==> config.mk <==
export PLATFORM = sky130hd
export DESIGN_NAME = shift_cmd_queue
export DESIGN_NICKNAME = d
export VERILOG_FILES = /design/src/rtl/shift_cmd_queue.sv
export SDC_FILE = /design/constraint.sdc
export NUM_CORES = 1
export LEC_CHECK = 0
export CAP_MARGIN = 25
export CORE_MARGIN = 5
export CORE_UTILIZATION = 53
export DETAILED_ROUTE_END_ITERATION = 8
export PLACE_DENSITY = 0.8
export RECOVER_POWER = 25
export SYNTH_ARGS = -nofsm -noshare
export SYNTH_HDL_FRONTEND = slang
export SYNTH_SLANG_ARGS = --single-unit
==> constraint.sdc <==
create_clock -name clk -period 2.8 [get_ports clk]
set_clock_uncertainty 0.15 [all_clocks]
set_input_delay 0.42 -clock clk [delete_from_list [all_inputs] [get_ports clk]]
set_output_delay 0.42 -clock clk [all_outputs]
set_load 0.01 [all_outputs]
==> src/rtl/shift_cmd_queue.sv <==
// Command FIFO that feeds a barrel shifter: a circular buffer of {x, shift, lr} entries
// with valid/ready on both sides, synchronous flush and a sticky overflow flag.
module shift_cmd_queue #(
    parameter int unsigned DEPTH = 4
) (
    input  logic                     clk,
    input  logic                     rst_n,
    input  logic                     flush,
    input  logic                     in_valid,
    output logic                     in_ready,
    input  logic [7:0]               in_x,
    input  logic [2:0]               in_shift,
    input  logic                     in_lr,
    output logic                     out_valid,
    input  logic                     out_ready,
    output logic [7:0]               out_x,
    output logic [2:0]               out_shift,
    output logic                     out_lr,
    output logic [$clog2(DEPTH):0]   count,
    output logic                     dropped
);

    localparam int unsigned PW = $clog2(DEPTH);
    localparam int unsigned CW = PW + 1;

    logic [11:0]   mem [DEPTH];
    logic [PW-1:0] wptr;
    logic [PW-1:0] rptr;
    logic          push;
    logic          pop;

    // Handshakes depend only on registered occupancy, so ready/valid never
    // combinationally follow the opposite side.
    assign in_ready  = (count != CW'(DEPTH));
    assign out_valid = (count != '0);
    assign push      = in_valid && in_ready;
    assign pop       = out_valid && out_ready;

    assign {out_x, out_shift, out_lr} = mem[rptr];

    always_ff @(posedge clk) begin
        if (push && !flush) begin
            mem[wptr] <= {in_x, in_shift, in_lr};
        end
    end

    always_ff @(posedge clk or negedge rst_n) begin
        if (!rst_n) begin
            wptr    <= '0;
            rptr    <= '0;
            count   <= '0;
            dropped <= 1'b0;
        end else if (flush) begin
            wptr    <= '0;
            rptr    <= '0;
            count   <= '0;
            dropped <= 1'b0;
        end else begin
            if (push) begin
                wptr <= wptr + PW'(1);
            end
            if (pop) begin
                rptr <= rptr + PW'(1);
            end
            case ({push, pop})
                2'b10:   count <= count + CW'(1);
                2'b01:   count <= count - CW'(1);
                default: count <= count;
            endcase
            if (in_valid && !in_ready) begin
                dropped <= 1'b1;
            end
        end
    end

endmodule

==> results.sh, run 1 <==
export IMPL_status="complete, no violations"
export IMPL_synth_nets=155
export IMPL_drc=0
export IMPL_worstSetupEndpointType="output pin"
export IMPL_num_rows=24
export IMPL_grt_overflow_total=0
export IMPL_synthesis_area_mm2=0.002421
export IMPL_p_clk_share_pct=22.6
export IMPL_rsz0062_at_grt="false"
export IMPL_finalCriticalPeriod_ns=2.538
export IMPL_slew_limit_headroom_pct=60.12
export IMPL_holdCritPathClass="input port to asynchronous set/reset pin"
export IMPL_place_congestion=0.7601
export IMPL_setup_tns_ns=0
export IMPL_cts_buffer_depth=2
export IMPL_ys_ff_latch=56
export IMPL_coreArea_mm2=0.004384
export IMPL_switching_share_pct=25.64
export IMPL_port_buffers=34
export IMPL_fin_nets=195
export IMPL_p_per_area_mw_per_mm2=636.9
export IMPL_synth_warnings=0
export IMPL_cts_resized=0
export IMPL_slowest_stage="dfrtp_1"
export IMPL_grt_antenna_before_repair=0
export IMPL_grt_pass1_wl_mm=6.893
export IMPL_viasPerCell=5.757
export IMPL_drt_wirelength_per_cell_um=18.32
export IMPL_critPathMaxStageDelay_ns=0.73
export IMPL_die_area_mm2=0.006019
export IMPL_critical_path_required_ns=2.23
export IMPL_postCtsHoldBufs=0
export IMPL_synth_edf_count=48
export IMPL_synth_largest_area_cell="edfxtp_1"
export IMPL_cts_buffers_inserted=5
export IMPL_dieWidth_um=77.59
export IMPL_synthTopCellsByCount="edfxtp_1 (48), dfrtp_1 (8), mux4_2 (8)"
export IMPL_dr_first_iter_drc_count=101
export IMPL_crit_reg2reg_launch="count[0]"
export IMPL_die_y_um=77.59
export IMPL_syn2layout_area_growth_pct=19.59
export IMPL_period_share_pct=90.64
export IMPL_combPwrFrac_pct=23.1
export IMPL_crit_arrival_ns=1.97
export IMPL_critPathMaxFanout=13
export IMPL_rr_worst_depth=5
export IMPL_crit_type="register to output pin"
export IMPL_yosysUniqueCellTypes=37
export IMPL_switchingPower_uw=472.8
export IMPL_drt_pass1_iterations=4
export IMPL_dpl_hpwl_mm=2.872
export IMPL_p_leak_uw=0.0009791
export IMPL_synth_area_top_cells="edfxtp_1 (60%), dfrtp_1 (8.3%), mux4_2 (7.4%)"
export IMPL_p_int_uw=1371
export IMPL_grt_max_degree=18
export IMPL_num_vias=1301
export IMPL_hold_ws_ns=0.3244
export IMPL_antenna_left=0
export IMPL_crit_chain="mux4_2 -> clkdlybuf4s50_1"
export IMPL_ir_worst_vdd_mv=0.4264
export IMPL_clock_latency_ns=0.31
export IMPL_cts_htree_levels=2
export IMPL_start_util_pct=55.22
export IMPL_drv_cap=0
export IMPL_cts_tree="built"
export IMPL_cts_sinks=56
export IMPL_worstMarginPinSlew_ns=0.5983
export IMPL_synth_top_cell_area_share_pct=59.53
export IMPL_layout_drive_gt1_share_pct=17.24
export IMPL_fmax_mhz=394.0
export IMPL_ys_seq_area_share_pct=67.80
export IMPL_cts_setup_buffers=0
export IMPL_synth_ff_type="edfxtp_1"
export IMPL_synthArstFlopShare_pct=14.29
export IMPL_start_kind="register"
export IMPL_cts_root_buf="clkbuf_8"
export IMPL_setup_viol=0
export IMPL_synth_cells=133
export IMPL_diodes=0
export IMPL_r2r_setup_slack_ns=0.68
export IMPL_hold_viol=0
export IMPL_drt_wl_total_mm=4.140
export IMPL_worst_r2r_endpoint="count[1]"
export IMPL_power_total_uw=1844
export IMPL_slew_viol_final=0
export IMPL_postSynthAreaPerCell_um2=18.20
export IMPL_grt_use_total_pct=14.79
export IMPL_clk_pin_slew_ns=0.09
export IMPL_seqPwrFrac_pct=54.3
export IMPL_synth_most_common_cell="edfxtp_1"
export IMPL_grt_pass1_vias=1389
export IMPL_ios=35
-- power by group through the flow --
stage                     Clock, µW  Sequential (µW)  Combinational (µW)
after CTS                       428             1000                 436
after global placement            0             1020                 420
final                           417             1000                 426
after floorplan                   0              989                 289
after detailed placement          0             1020                 434
after global routing            473             1010                 460
-- placed cells by master, fill, tap and decap left out, types with 2 or more instances in the layout --
master	count
mux4_1	4
nand3_1	3
a21oi_1	7
and2_1	5
xor2_1	2
o21ai_0	2
inv_1	5
clkbuf_8	5
edfxtp_1	48
nor2_1	3
dfrtp_1	8
mux4_2	8
nand3b_1	2
buf_4	8
clkdlybuf4s50_1	26
or3_1	2
nand2b_1	4
ha_1	4
dlygate4sd3_1	8
-- per-layer routing --
layer	share of wire (%)	global-route usage, %	vias to the layer above
met5	0	0	-
met4	1.1	4.296	0
met3	5.9	4.745	7
met2	51	24.12	43
met1	42	19.01	649
li1	-	-	602
-- registers in the layout (all words and copies together), names as in the netlist --
register,cells
mem,48
count,3
rptr,2
wptr,2
dropped,1
-- worst max path at each step --
| stage | start | endpoint | slack (ns) | depth (start not counted) |
|---|---|---|---|---|
| after global routing | rptr[1] | out_shift[2] | 0.16 | 2 |
| after detailed placement | in_valid | mem[0][9] | 0.56 | 5 |
| after global placement | in_valid | count[1] | 0.60 | 5 |
| after CTS | rptr[1] | out_x[6] | 0.25 | 2 |
| after floorplan | count[1] | count[1] | 0.79 | 6 |
| final | rptr[1] | out_x[6] | 0.26 | 2 |
-- area by class of cell --
type / instances / area, µm²
inverters: 5 / 18.77
well taps: 52 / 65.06
clock buffers: 6 / 72.57
multi-input cells: 63 / 684.4
fillers: 309 / 1489
flip-flops and latches: 56 / 1642
repair buffers: 42 / 400.4
clock inverters: 2 / 12.51
-- kinds of logic after synthesis --
family	after synthesis	synth area share (%)
flops	56	67.80
simple gates	25	7.080
compound gates	18	5.427
buf+inv	14	3.927
mux	12	11.78
fa+ha+maj	5	2.894
xor+xnor	3	1.085
-- critical path: cells and delay by family (launching register included) --
kind	cells	cell delay [ns]
buf+inv	1	0.51
flops	1	0.73
mux	1	0.41
-- metrics by stage --
stage	std cells	cell area (µm²)	worst slack (ns)	util, %
floorplan	133	2421	0.7918	-
global placement	218	2810	0.6037	64.10
detailed placement	218	2810	0.5619	64.10
CTS	226	2895	0.2470	66.04
global route	226	2895	0.1590	66.04
finish	226	2895	0.2621	66.04
(Power assumes the default switching activity.)
==> inputs of run 2 (changes only) <==
--- a/config.mk
+++ b/config.mk
@@ -7,9 +7,9 @@
 export LEC_CHECK = 0
 export CAP_MARGIN = 25
 export CORE_MARGIN = 5
-export CORE_UTILIZATION = 53
+export CORE_UTILIZATION = 30
 export DETAILED_ROUTE_END_ITERATION = 8
-export PLACE_DENSITY = 0.8
+export PLACE_DENSITY = 0.51
 export RECOVER_POWER = 25
 export SYNTH_ARGS = -nofsm -noshare
 export SYNTH_HDL_FRONTEND = slang
==> results.sh, run 2 (same netlist as run 1, synthesis figures left out) <==
export IMPL_grt_antenna_before_repair=0
export IMPL_hold_ws_ns=0.3217
export IMPL_ir_worst_vdd_mv=0.2421
export IMPL_p_per_area_mw_per_mm2=627.5
export IMPL_setup_tns_ns=0
export IMPL_worstMarginPinSlew_ns=0.6213
export IMPL_ios=35
export IMPL_diodes=0
export IMPL_num_rows=32
export IMPL_dieWidth_um=99.84
export IMPL_cts_root_buf="clkbuf_8"
export IMPL_dr_first_iter_drc_count=46
export IMPL_crit_type="register to output pin"
export IMPL_cts_tree="built"
export IMPL_grt_use_total_pct=9.450
export IMPL_drv_cap=0
export IMPL_setup_viol=0
export IMPL_p_leak_uw=0.0009811
export IMPL_cts_resized=0
export IMPL_cts_buffers_inserted=5
export IMPL_drt_wl_total_mm=4.382
export IMPL_finalCriticalPeriod_ns=2.651
export IMPL_num_vias=1288
export IMPL_antenna_left=0
export IMPL_reg_top3="mem (48), count (3)"
export IMPL_dr_wl_met3_um=277
export IMPL_fillers=718
export IMPL_status="complete, no violations"
export IMPL_dpl_hpwl_mm=2.970
export IMPL_grt_pass1_wl_mm=7.176
export IMPL_layout_drive_gt1_share_pct=17.34
export IMPL_fin_nets=194
export IMPL_critPathMaxFanout=12
export IMPL_period_share_pct=94.70
export IMPL_clock_latency_ns=0.30
export IMPL_drt_wirelength_per_cell_um=15.93
export IMPL_slew_limit_headroom_pct=58.58
export IMPL_largest_register_ffs=48
export IMPL_most_common_layout_cells="edfxtp_1 (48), clkdlybuf4s50_1 (26), mux4_2 (8), dfrtp_1 (8), dlygate4sd3_1 (8)"
export IMPL_layout_commonest_cell="edfxtp_1"
export IMPL_viasPerCell=4.684
export IMPL_cts_setup_buffers=0
export IMPL_hold_viol=0
export IMPL_grt_pass1_vias=1399
export IMPL_slew_viol_final=0
export IMPL_power_total_uw=1855
export IMPL_place_congestion=0.7508
export IMPL_die_area_mm2=0.009967
export IMPL_crit_arrival_ns=2.08
export IMPL_fin_ws_ns=0.1485
export IMPL_utilization_pct=37.87
export IMPL_drt_pass1_iterations=4
export IMPL_wl_met1_mm=1.816
export IMPL_fmax_mhz=377.2
export IMPL_cts_htree_levels=2
export IMPL_wl_met2_mm=2.245
export IMPL_holdCritPathClass="input port to asynchronous set/reset pin"
export IMPL_worstSetupEndpointType="output pin"
export IMPL_syn2layout_area_growth_pct=22.12
export IMPL_top_layer="met4"
export IMPL_regMostFlops="mem"
export IMPL_clk_pin_slew_ns=0.10
export IMPL_pre_cts_slack_ns=0.4418
export IMPL_die_y_um=99.84
export IMPL_drc=0
export IMPL_critical_path_required_ns=2.23
export IMPL_start_kind="register"
export IMPL_grt_max_degree=19
export IMPL_start_util_pct=31.01
export IMPL_cts_buffer_depth=2
export IMPL_grt_overflow_total=0
export IMPL_port_buffers=34
export IMPL_postCtsHoldBufs=0
export IMPL_cts_sinks=56
export IMPL_coreArea_mm2=0.007807
export IMPL_rsz0062_at_grt="false"
-- run 2: changes by cell type in the layout (fill, tap and decap cells not counted), sizes merged --
cell      before  now
inv            5    6
clkinv         1    2
buf            8    7
clkbuf         6    5
clkinvlp       1    0
-- run 2: layer usage --
| layer | up-vias | GRT usage (%) |
|---|---|---|
| li1 | 595 | - |
| met1 | 656 | 11.01 |
| met2 | 30 | 16.32 |
| met3 | 7 | 3.614 |
| met4 | 0 | 2.521 |
| met5 | - | 0 |
-- run 2: final cells by class --
class                           instances  area (µm²)  area share (%)
Tap cell                              102       127.6           4.317
Clock inverter                          3       22.52          0.7617
Multi-Input combinational cell         63       684.4           23.15
Inverter                                5       18.77          0.6348
Timing Repair Buffer                   41       392.9           13.29
Sequential cell                        56        1642           55.52
Clock buffer                            5       68.82           2.328
-- run 2: path summary, 6_finish.rpt --
kind	startpoint	end	slack (ns)	depth (start not counted)
max	rptr[0]	out_shift[0]	0.15	3
min	rst_n	dropped	0.32	1
max reg2reg	count[1]	count[1]	0.65	5
min reg2reg	dropped	dropped	0.35	2
max in group asynchronous	rst_n	rptr[1]	1.89	1
min in group clk	dropped	dropped	0.35	2
-- run 2: worst max-delay path, cell delays in order (launching register included) --
cell             delay (ns)
dfrtp_1                0.41
buf_4                  0.28
mux4_1                 0.60
clkdlybuf4s50_1        0.49
-- run 2: stage by stage --
step	instances	instance area, µm²
after CTS	275	2957
final	275	2957
after detailed placement	267	2865
after floorplan	133	2421
after global placement	267	2865
after global routing	275	2957
-- run 2: power by group --
group          total (µW)  switching (µW)  internal (µW)  leakage [µW]
Combinational         415             172            243      0.000389
Sequential           1000            56.0            948      0.000544
Clock                 436             257            180     0.0000485
